`config.mk`:
```
export PLATFORM = sky130hd
export DESIGN_NAME = natural_log_flat
export DESIGN_NICKNAME = d
export VERILOG_FILES = /design/src/rtl/natural_log_pkg.sv /design/src/rtl/natural_log_if.sv /design/src/rtl/natural_log_lod32.sv /design/src/rtl/natural_log.sv /design/src/flat_wrapper.sv
export SDC_FILE = /design/constraint.sdc
export NUM_CORES = 1
export LEC_CHECK = 0
export CAP_MARGIN = 20
export CELL_PAD_IN_SITES_DETAIL_PLACEMENT = 0
export CELL_PAD_IN_SITES_GLOBAL_PLACEMENT = 1
export CORE_MARGIN = 2
export CORE_UTILIZATION = 44
export DETAILED_ROUTE_END_ITERATION = 12
export PLACE_DENSITY_LB_ADDON = 0.1
export SYNTH_ARGS = -nofsm -noshare
export SYNTH_HDL_FRONTEND = slang
export SYNTH_SLANG_ARGS = --single-unit
```
`constraint.sdc`:
```
create_clock -name CLK -period 5.8 [get_ports CLK]
set_input_delay 1.16 -clock CLK [delete_from_list [all_inputs] [get_ports CLK]]
set_output_delay 1.16 -clock CLK [all_outputs]
set_load 0.01 [all_outputs]
```
`src/rtl/natural_log_pkg.sv`:
```
// Shared constants, ln(1+i/64) table and pipeline stage records for natural_log.
// Optional interpolation build: NATURALLOG_INTERP_EN.
package natural_log_pkg;

    localparam int unsigned Q_FRAC    = 16;
    localparam int unsigned LUT_BITS  = 6;
    localparam int unsigned LUT_SIZE  = (1 << LUT_BITS) + 1;
    localparam int unsigned LATENCY   = 3;
    localparam int unsigned REM_BITS  = Q_FRAC - LUT_BITS;
    localparam logic [15:0] LN2_Q16   = 16'd45426;
    localparam logic [31:0] ERR_VALUE = 32'h8000_0000;

    // round(ln(1 + i/64) * 65536), i = 0..64
    localparam logic [16:0] LN_LUT [LUT_SIZE] = '{
        17'd0,     17'd1016,  17'd2017,  17'd3002,  17'd3973,  17'd4930,  17'd5873,  17'd6802,
        17'd7719,  17'd8623,  17'd9515,  17'd10394, 17'd11262, 17'd12119, 17'd12965, 17'd13800,
        17'd14624, 17'd15438, 17'd16242, 17'd17037, 17'd17821, 17'd18597, 17'd19364, 17'd20121,
        17'd20870, 17'd21611, 17'd22343, 17'd23067, 17'd23783, 17'd24492, 17'd25193, 17'd25886,
        17'd26573, 17'd27252, 17'd27924, 17'd28589, 17'd29248, 17'd29900, 17'd30546, 17'd31185,
        17'd31818, 17'd32445, 17'd33067, 17'd33682, 17'd34292, 17'd34896, 17'd35494, 17'd36087,
        17'd36675, 17'd37258, 17'd37835, 17'd38407, 17'd38975, 17'd39537, 17'd40095, 17'd40648,
        17'd41196, 17'd41740, 17'd42280, 17'd42815, 17'd43345, 17'd43872, 17'd44394, 17'd44912,
        17'd45426
    };

    typedef struct packed {
        logic                valid;
        logic                err;
        logic [4:0]          k;
        logic [LUT_BITS-1:0] idx;
`ifdef NATURALLOG_INTERP_EN
        logic [REM_BITS-1:0] rem;
`endif
    } stage1_t;

    typedef struct packed {
        logic                valid;
        logic                err;
        logic [4:0]          k;
        logic [16:0]         lut_lo;
`ifdef NATURALLOG_INTERP_EN
        logic [16:0]         lut_hi;
        logic [REM_BITS-1:0] rem;
`endif
    } stage2_t;

endpackage

```
`src/rtl/natural_log_if.sv`:
```
// Sample stream into and out of natural_log; master drives x, slave returns y/err.
interface natural_log_if;

    logic        in_valid;
    logic [31:0] x;
    logic        out_valid;
    logic [31:0] y;
    logic        err;

    modport master (
        output in_valid,
        output x,
        input  out_valid,
        input  y,
        input  err
    );

    modport slave (
        input  in_valid,
        input  x,
        output out_valid,
        output y,
        output err
    );

endinterface

```
`src/rtl/natural_log_lod32.sv`:
```
// Combinational 32-bit leading-one detector: position of the highest set bit plus an all-zero flag.
module lod32 (
    input  logic [31:0] value,
    output logic [4:0]  pos,
    output logic        zero
);

    always_comb begin
        pos  = '0;
        zero = (value == '0);
        for (int unsigned i = 0; i < 32; i++) begin
            if (value[i]) begin
                pos = i[4:0];
            end
        end
    end

endmodule

```
`src/rtl/natural_log.sv`:
```
// Three-stage pipelined ln(x), x signed 32-bit integer, y signed Q16.16.
// Define NATURALLOG_INTERP_EN for linear interpolation between table entries.
module natural_log
    import natural_log_pkg::*;
(
    input  logic         CLK,
    input  logic         RESET_N,
    natural_log_if.slave bus
);

    logic        v0;
    logic [31:0] x_q;
    logic [4:0]  lod_pos;
    logic        lod_zero;
    stage1_t     s1, s1_next;
    stage2_t     s2, s2_next;
    logic [16:0] lnm;
    logic [31:0] y_next;

    lod32 u_lod (
        .value (x_q),
        .pos   (lod_pos),
        .zero  (lod_zero)
    );

    // Shifting the leading one up to bit 31 left-aligns the mantissa fraction in bits 30:15.
    always_comb begin
        s1_next       = '0;
        s1_next.valid = v0;
        s1_next.err   = x_q[31] | lod_zero;
        s1_next.k     = lod_pos;
        s1_next.idx   = LUT_BITS'((x_q << (5'd31 - lod_pos)) >> (31 - LUT_BITS));
`ifdef NATURALLOG_INTERP_EN
        s1_next.rem   = REM_BITS'((x_q << (5'd31 - lod_pos)) >> 15);
`endif
    end

    always_comb begin
        s2_next        = '0;
        s2_next.valid  = s1.valid;
        s2_next.err    = s1.err;
        s2_next.k      = s1.k;
        s2_next.lut_lo = LN_LUT[s1.idx];
`ifdef NATURALLOG_INTERP_EN
        s2_next.lut_hi = LN_LUT[{1'b0, s1.idx} + 7'd1];
        s2_next.rem    = s1.rem;
`endif
    end

`ifdef NATURALLOG_INTERP_EN
    logic [16:0] slope;
    logic [26:0] prod;

    always_comb begin
        slope = s2.lut_hi - s2.lut_lo;
        prod  = 27'(slope) * 27'(s2.rem);
        lnm   = s2.lut_lo + prod[26:REM_BITS];
    end
`else
    always_comb begin
        lnm = s2.lut_lo;
    end
`endif

    always_comb begin
        y_next = (32'(s2.k) * 32'(LN2_Q16)) + 32'(lnm);
        if (s2.err) begin
            y_next = ERR_VALUE;
        end
    end

    always_ff @(posedge CLK) begin
        if (!RESET_N) begin
            v0            <= 1'b0;
            x_q           <= '0;
            s1            <= '0;
            s2            <= '0;
            bus.out_valid <= 1'b0;
            bus.y         <= '0;
            bus.err       <= 1'b0;
        end else begin
            v0            <= bus.in_valid;
            x_q           <= bus.x;
            s1            <= s1_next;
            s2            <= s2_next;
            bus.out_valid <= s2.valid;
            if (s2.valid) begin
                bus.y   <= y_next;
                bus.err <= s2.err;
            end
        end
    end

endmodule

```
`src/flat_wrapper.sv`:
```
// flat-port wrapper written by rule: the top's interface ports become plain ports
module natural_log_flat import natural_log_pkg::*;
  (CLK, RESET_N, bus_in_valid, bus_x, bus_out_valid, bus_y, bus_err);
  natural_log_if bus_i ();
  input  logic CLK;
  input  logic RESET_N;
  input wire logic [$bits(bus_i.in_valid)-1:0] bus_in_valid;
  input wire logic [$bits(bus_i.x)-1:0] bus_x;
  output wire logic [$bits(bus_i.out_valid)-1:0] bus_out_valid;
  output wire logic [$bits(bus_i.y)-1:0] bus_y;
  output wire logic [$bits(bus_i.err)-1:0] bus_err;
  assign bus_i.in_valid = bus_in_valid;
  assign bus_i.x = bus_x;
  assign bus_out_valid = bus_i.out_valid;
  assign bus_y = bus_i.y;
  assign bus_err = bus_i.err;
  natural_log u_core (.CLK(CLK), .RESET_N(RESET_N), .bus(bus_i));
endmodule
```
Word-level counts from Yosys, hierarchy flattened
Memory sizes are Yosys's and may differ from the RTL's. A register that Yosys moved wholly into a read port is not among the register bits.
Cells that the tools add are included.
Word-level totals
  memory bits (writable): 0
  memory bits (read-only): 2176
  memories: 1
  flip-flop bits (word level): 87
  logic and storage cells: 53
  bits in latches: 0
Operators by class
  reduce and logical (&&, ||, !) cells: 2
  mux-type cells: 32
  equality and inequality tests: 0
  magnitude comparators: 0
  divide/modulo/power cells: 0
  bitwise logic cells: 2
  multipliers: 1
  shift operators: 1
  add/sub/neg operators: 2
Memory list
  (name not given): depth 128, bits a word 17, read ports 1, clocked after memory_dff 1, wr ports 0, line natural_log.sv:43  | s2_next.lut_lo = LN_LUT[s1.idx];
Operator list (count)
  5-bit 2-to-1 mux: 30
  32-bit logical NOT: 1
  32-bit 2-to-1 mux: 1
  32-bit by 5-bit left shift with 31-bit output: 1
  21-bit by 17-bit adder with 22-bit output: 1
  5-bit by 15-bit multiplier with 20-bit output (second input constant): 1
  6-bit NOT with 7-bit output: 1
  5-bit subtractor (first input constant): 1
  1-bit logical NOT: 1
  1-bit 2-to-1 mux: 1
  1-bit bitwise OR: 1

Depth between registers and ports, before layout
  word-level depth: 33
  gate-level depth with buffers: 20

By module
Synthesis repeated with hierarchy kept, for this count alone.
Unflattened totals
  cell total of the unflattened synthesis: 904
  area, all modules: 7487.2 um^2
By module, submodules not included
  natural_log: sequential area each 1861.8 um^2, cells each 839, instances 1, area an instance 7153.1 um^2
  lod32: sequential area each 0.0 um^2, cells each 65, instances 1, area an instance 334.1 um^2

Worst setup path before layout
No wires, ideal clock.
  kind: register to register
  from: register u_core.s2[21] in the netlist's numbering
  to: register u_core.bus.y[19]
  path slack: 1.378 ns
  data arrival time: 4.300 ns
  required time: 5.678 ns
  stages on the path, launching flop included: 20
  clock period less this slack: 4.422 ns
  cell sequence: dfxtp_1 -> fa_1 -> ha_1 -> inv_1 -> fa_1 -> inv_1 -> ha_1 -> o21a_1 -> o31a_1 -> o21a_1 -> nor2_1 -> xnor2_1 -> ha_1 -> nand2_1 -> o31ai_1 -> nand4_1 -> nand2_1 -> nand4_1 -> and4_1 -> a311o_1
On the way
  word-level cells in the longest chain between the ends: 3
RTL lines
  start, declared: line natural_log.sv:16  | stage2_t s2, s2_next;
  start signal, assigned: line natural_log.sv:85  | s2 <= s2_next;
  5-bit by 15-bit multiplier with 20-bit output: line natural_log.sv:66  | y_next = (32'(s2.k) * 32'(LN2_Q16)) + 32'(lnm);
  21-bit by 17-bit adder with 22-bit output: line natural_log.sv:66
  32-bit 2-to-1 mux: line natural_log.sv:67  | if (s2.err) begin
  end signal, assigned: line natural_log.sv:88  | bus.y <= y_next;
  end, declared: line natural_log_if.sv:22  | output y,
Every way passes these cells.
A chain may end at the register's enable or synchronous reset.

Final worst setup path
Ends and elaborated chain as after synthesis.

==> impl_metrics.env <==
export IMPL_synth_area_um2=7510
export IMPL_setup_viol=0
export IMPL_power_internal_w=0.00141
export IMPL_crit_type="reg2reg"
export IMPL_p_comb_share_pct=39.3
export IMPL_synthFlopType="dfxtp_1"
export IMPL_grt_pass1_vias=6290
export IMPL_synth_distinct_cells=81
export IMPL_design_area_um2=8460
export IMPL_cts_setup_buffers=0
export IMPL_place_congestion=0.911
export IMPL_drt_iter0_drc=663
export IMPL_power_density_nw_per_um2=265
export IMPL_area_growth_pct=12.7
export IMPL_vias_per_cell=5.84
export IMPL_cpPeakStageDelay_ns=0.50
export IMPL_place_area_um2=8150
export IMPL_critPathMaxFanout=7
export IMPL_syn_area_per_cell_um2=7.87
export IMPL_p_leak_nw=3.46
export IMPL_nets=1075
export IMPL_overflow=0
export IMPL_critPathSlowestCell="dfxtp_1"
export IMPL_rsz0062_at_grt="false"
export IMPL_finalHoldViolations=0
export IMPL_synthCells=954
export IMPL_peakVddDrop_v=0.000166
export IMPL_synth_edf_count=0
export IMPL_htreeDepth=3
export IMPL_first_pass_iters=5
export IMPL_maxCapViolations=0
export IMPL_wl_met2_mm=9.12
export IMPL_hpwl_mm=14.9
export IMPL_finalWirelength_mm=20.5
export IMPL_synthArstFlopShare_pct=0
export IMPL_antenna_cells=0
export IMPL_fp_dieW_um=135
export IMPL_status="finished, final reports clean"
export IMPL_cts_root_buf="clkbuf_16"
export IMPL_min_path_type="reg2reg"
export IMPL_pin_count=69
export IMPL_track_usage_pct=22.7
export IMPL_final_common_cell="nor2_1"
export IMPL_cts_resized=0
export IMPL_finalCriticalPeriod_ns=4.84
export IMPL_clkPwrFrac_pct=27.4
export IMPL_critical_path_required_ns=6.04
export IMPL_drc=0
export IMPL_synth_seq_cells=93
export IMPL_m1WireLength_mm=10.3
export IMPL_p_switching_w=0.000833
export IMPL_post_drt_wl_per_cell_um=17.1
export IMPL_insertion_delay_ns=0.35
export IMPL_fin_cells=1199
export IMPL_port_buffer_count=59
export IMPL_cts_tree="done"
export IMPL_ant_nets=0
export IMPL_vias=7003
export IMPL_crit_path_frequent_cell="ha_1"
export IMPL_antenna_found_initial=0
export IMPL_cts_buffers=9
export IMPL_die_area_um2=18100
export IMPL_worst_slew_pin_slew_ns=0.959
export IMPL_fin_skew_ns=0.0105
export IMPL_sequentialPowerShare_pct=33.3
export IMPL_place_inst=1183
export IMPL_cts_buffer_depth=2
export IMPL_clkSlewWorstSetupHoldPaths_ns=0.07
export IMPL_grt_max_degree=63
export IMPL_fin_crit_sh_pct=83.5
export IMPL_cp_cell_sequence="fa_1, ha_1, inv_1, fa_1, inv_1, ha_1, nand3_1, o211ai_1, o21ai_0, xnor2_1, ha_1, nand2_1, o31ai_1, nand4_1, nand2_1, nand4_1, and4_1, a311o_1"
export IMPL_yosys_warnings=0
export IMPL_grt_pass1_wl_mm=33.0
export IMPL_critPathArrivalTime_ns=5.08
export IMPL_start_kind="register"
export IMPL_ys_seq_area_share_pct=24.8
export IMPL_max_slew_margin_pct=36.1
export IMPL_numClockSinks=93
export IMPL_tns_ns=0
export IMPL_met3WireLength_um=815
export IMPL_core_um2=16600
export IMPL_netlist_area_leader_share_pct=24.8
export IMPL_synth_area_top_cells="dfxtp_1 25%, ha_1 9.5%, nor2_1 4.7%"
export IMPL_p_sw_share_pct=37.2
export IMPL_fmax_mhz=206
export IMPL_top_layer="met4"
export IMPL_drv_slew=0
export IMPL_start_util_pct=45.1
export IMPL_synth_largest_area_cell="dfxtp_1"
export IMPL_cts_hold_buf=0
export IMPL_die_h_um=135
export IMPL_final_cell_mix="94 x nor2_1, 92 x dfxtp_1, 77 x nand2_1"
export IMPL_rows=47
export IMPL_drive_gt1_share_pct=5.52
export IMPL_critPathCaptureType="register"
==> Yosys cell counts, drive strengths merged, types with 8 or more instances <==
| cell type | count |
|---|---|
| a211oi | 21 |
| a21o | 8 |
| a21oi | 56 |
| a22oi | 12 |
| a31oi | 11 |
| and2 | 49 |
| and3 | 11 |
| buf | 20 |
| clkbuf | 46 |
| dfxtp | 93 |
| fa | 9 |
| ha | 57 |
| inv | 43 |
| mux2 | 10 |
| mux2i | 28 |
| nand2 | 77 |
| nand2b | 10 |
| nand3 | 26 |
| nor2 | 96 |
| nor2b | 9 |
| nor3 | 21 |
| nor4 | 8 |
| o211ai | 14 |
| o21a | 8 |
| o21ai | 67 |
| o22ai | 9 |
| o31ai | 10 |
| xnor2 | 16 |
| xor2 | 8 |
==> area by class of cell <==
cell class	count	area, um^2
clock inverter	5	71.3
inverter	45	169
fill	1672	8180
timing repair buffer	67	646
sequential	93	1860
multi-input combinational	758	5200
clock buffer	11	243
tap	220	275
==> logic make-up after synthesis <==
family                     synth area share, %
xor gates and xnor gates                  2.80
AOI/OAI and AO/OA                         25.6
buffers and inverters                     6.45
and+or+nand+nor                           22.3
other                                   0.0499
muxes                                     6.18
adders and majority gates                 11.9
DFF                                       24.8
==> power by group through the flow <==
stage          clock (W)  combinational, W  sequential, W
2_1_floorplan          0          0.000681       0.000733
3_3_place_gp           0          0.000873       0.000760
3_5_place_dp           0          0.000870       0.000759
4_1_cts         0.000633          0.000876       0.000745
5_1_grt         0.000653          0.000982       0.000752
6_report        0.000613          0.000882       0.000746
==> through the flow <==
step | total power, W | util, % | setup WS [ns] | hold WS (ns)
after floorplan | 0.00141 | - | 1.38 | 0.412
after global placement | 0.00163 | 49.0 | 1.02 | 0.414
after detailed placement | 0.00163 | 49.0 | 1.02 | 0.417
after CTS | 0.00225 | 50.9 | 0.991 | 0.433
after global routing | 0.00239 | 50.9 | 0.565 | 0.447
final | 0.00224 | 50.9 | 0.955 | 0.432
==> sequential cells by signal, summed over array words and instances (netlist names) <==
name and cells:
u_core.s1 13, u_core.bus.y 23, u_core.bus.out_valid 1, u_core.v0 1
u_core.x_q 32, u_core.s2 7, u_core.lnm 16
==> final timing paths <==
| check | slack, ns | startpoint | depth (start not counted) | end |
|---|---|---|---|---|
| setup / recovery | 0.96 | u_core.s2[21] | 18 | u_core.bus.y[19] |
| setup reg to reg | 0.96 | u_core.s2[21] | 18 | u_core.bus.y[19] |
| hold reg to reg | 0.43 | u_core.s1[11] | 1 | u_core.s2[22] |
| hold / removal | 0.43 | u_core.s1[11] | 1 | u_core.s2[22] |
==> worst max-delay path: cells and delay by family, from the launching register on <==
family | cells | cell delay, ns
xor gates and xnor gates | 1 | 0.16
and+or+nand+nor | 6 | 0.83
AOI/OAI and AO/OA | 4 | 1.16
DFF | 1 | 0.50
buffers and inverters | 2 | 0.09
adders and majority gates | 5 | 1.98
==> metal layers <==
metal | up-vias | global-route usage, %
li1 | 3484 | -
met3 | 23 | 2.82
met4 | 0 | 7.02
met2 | 179 | 34.5
met1 | 3317 | 33.4
met5 | - | 0
(Power assumes the default switching activity.)
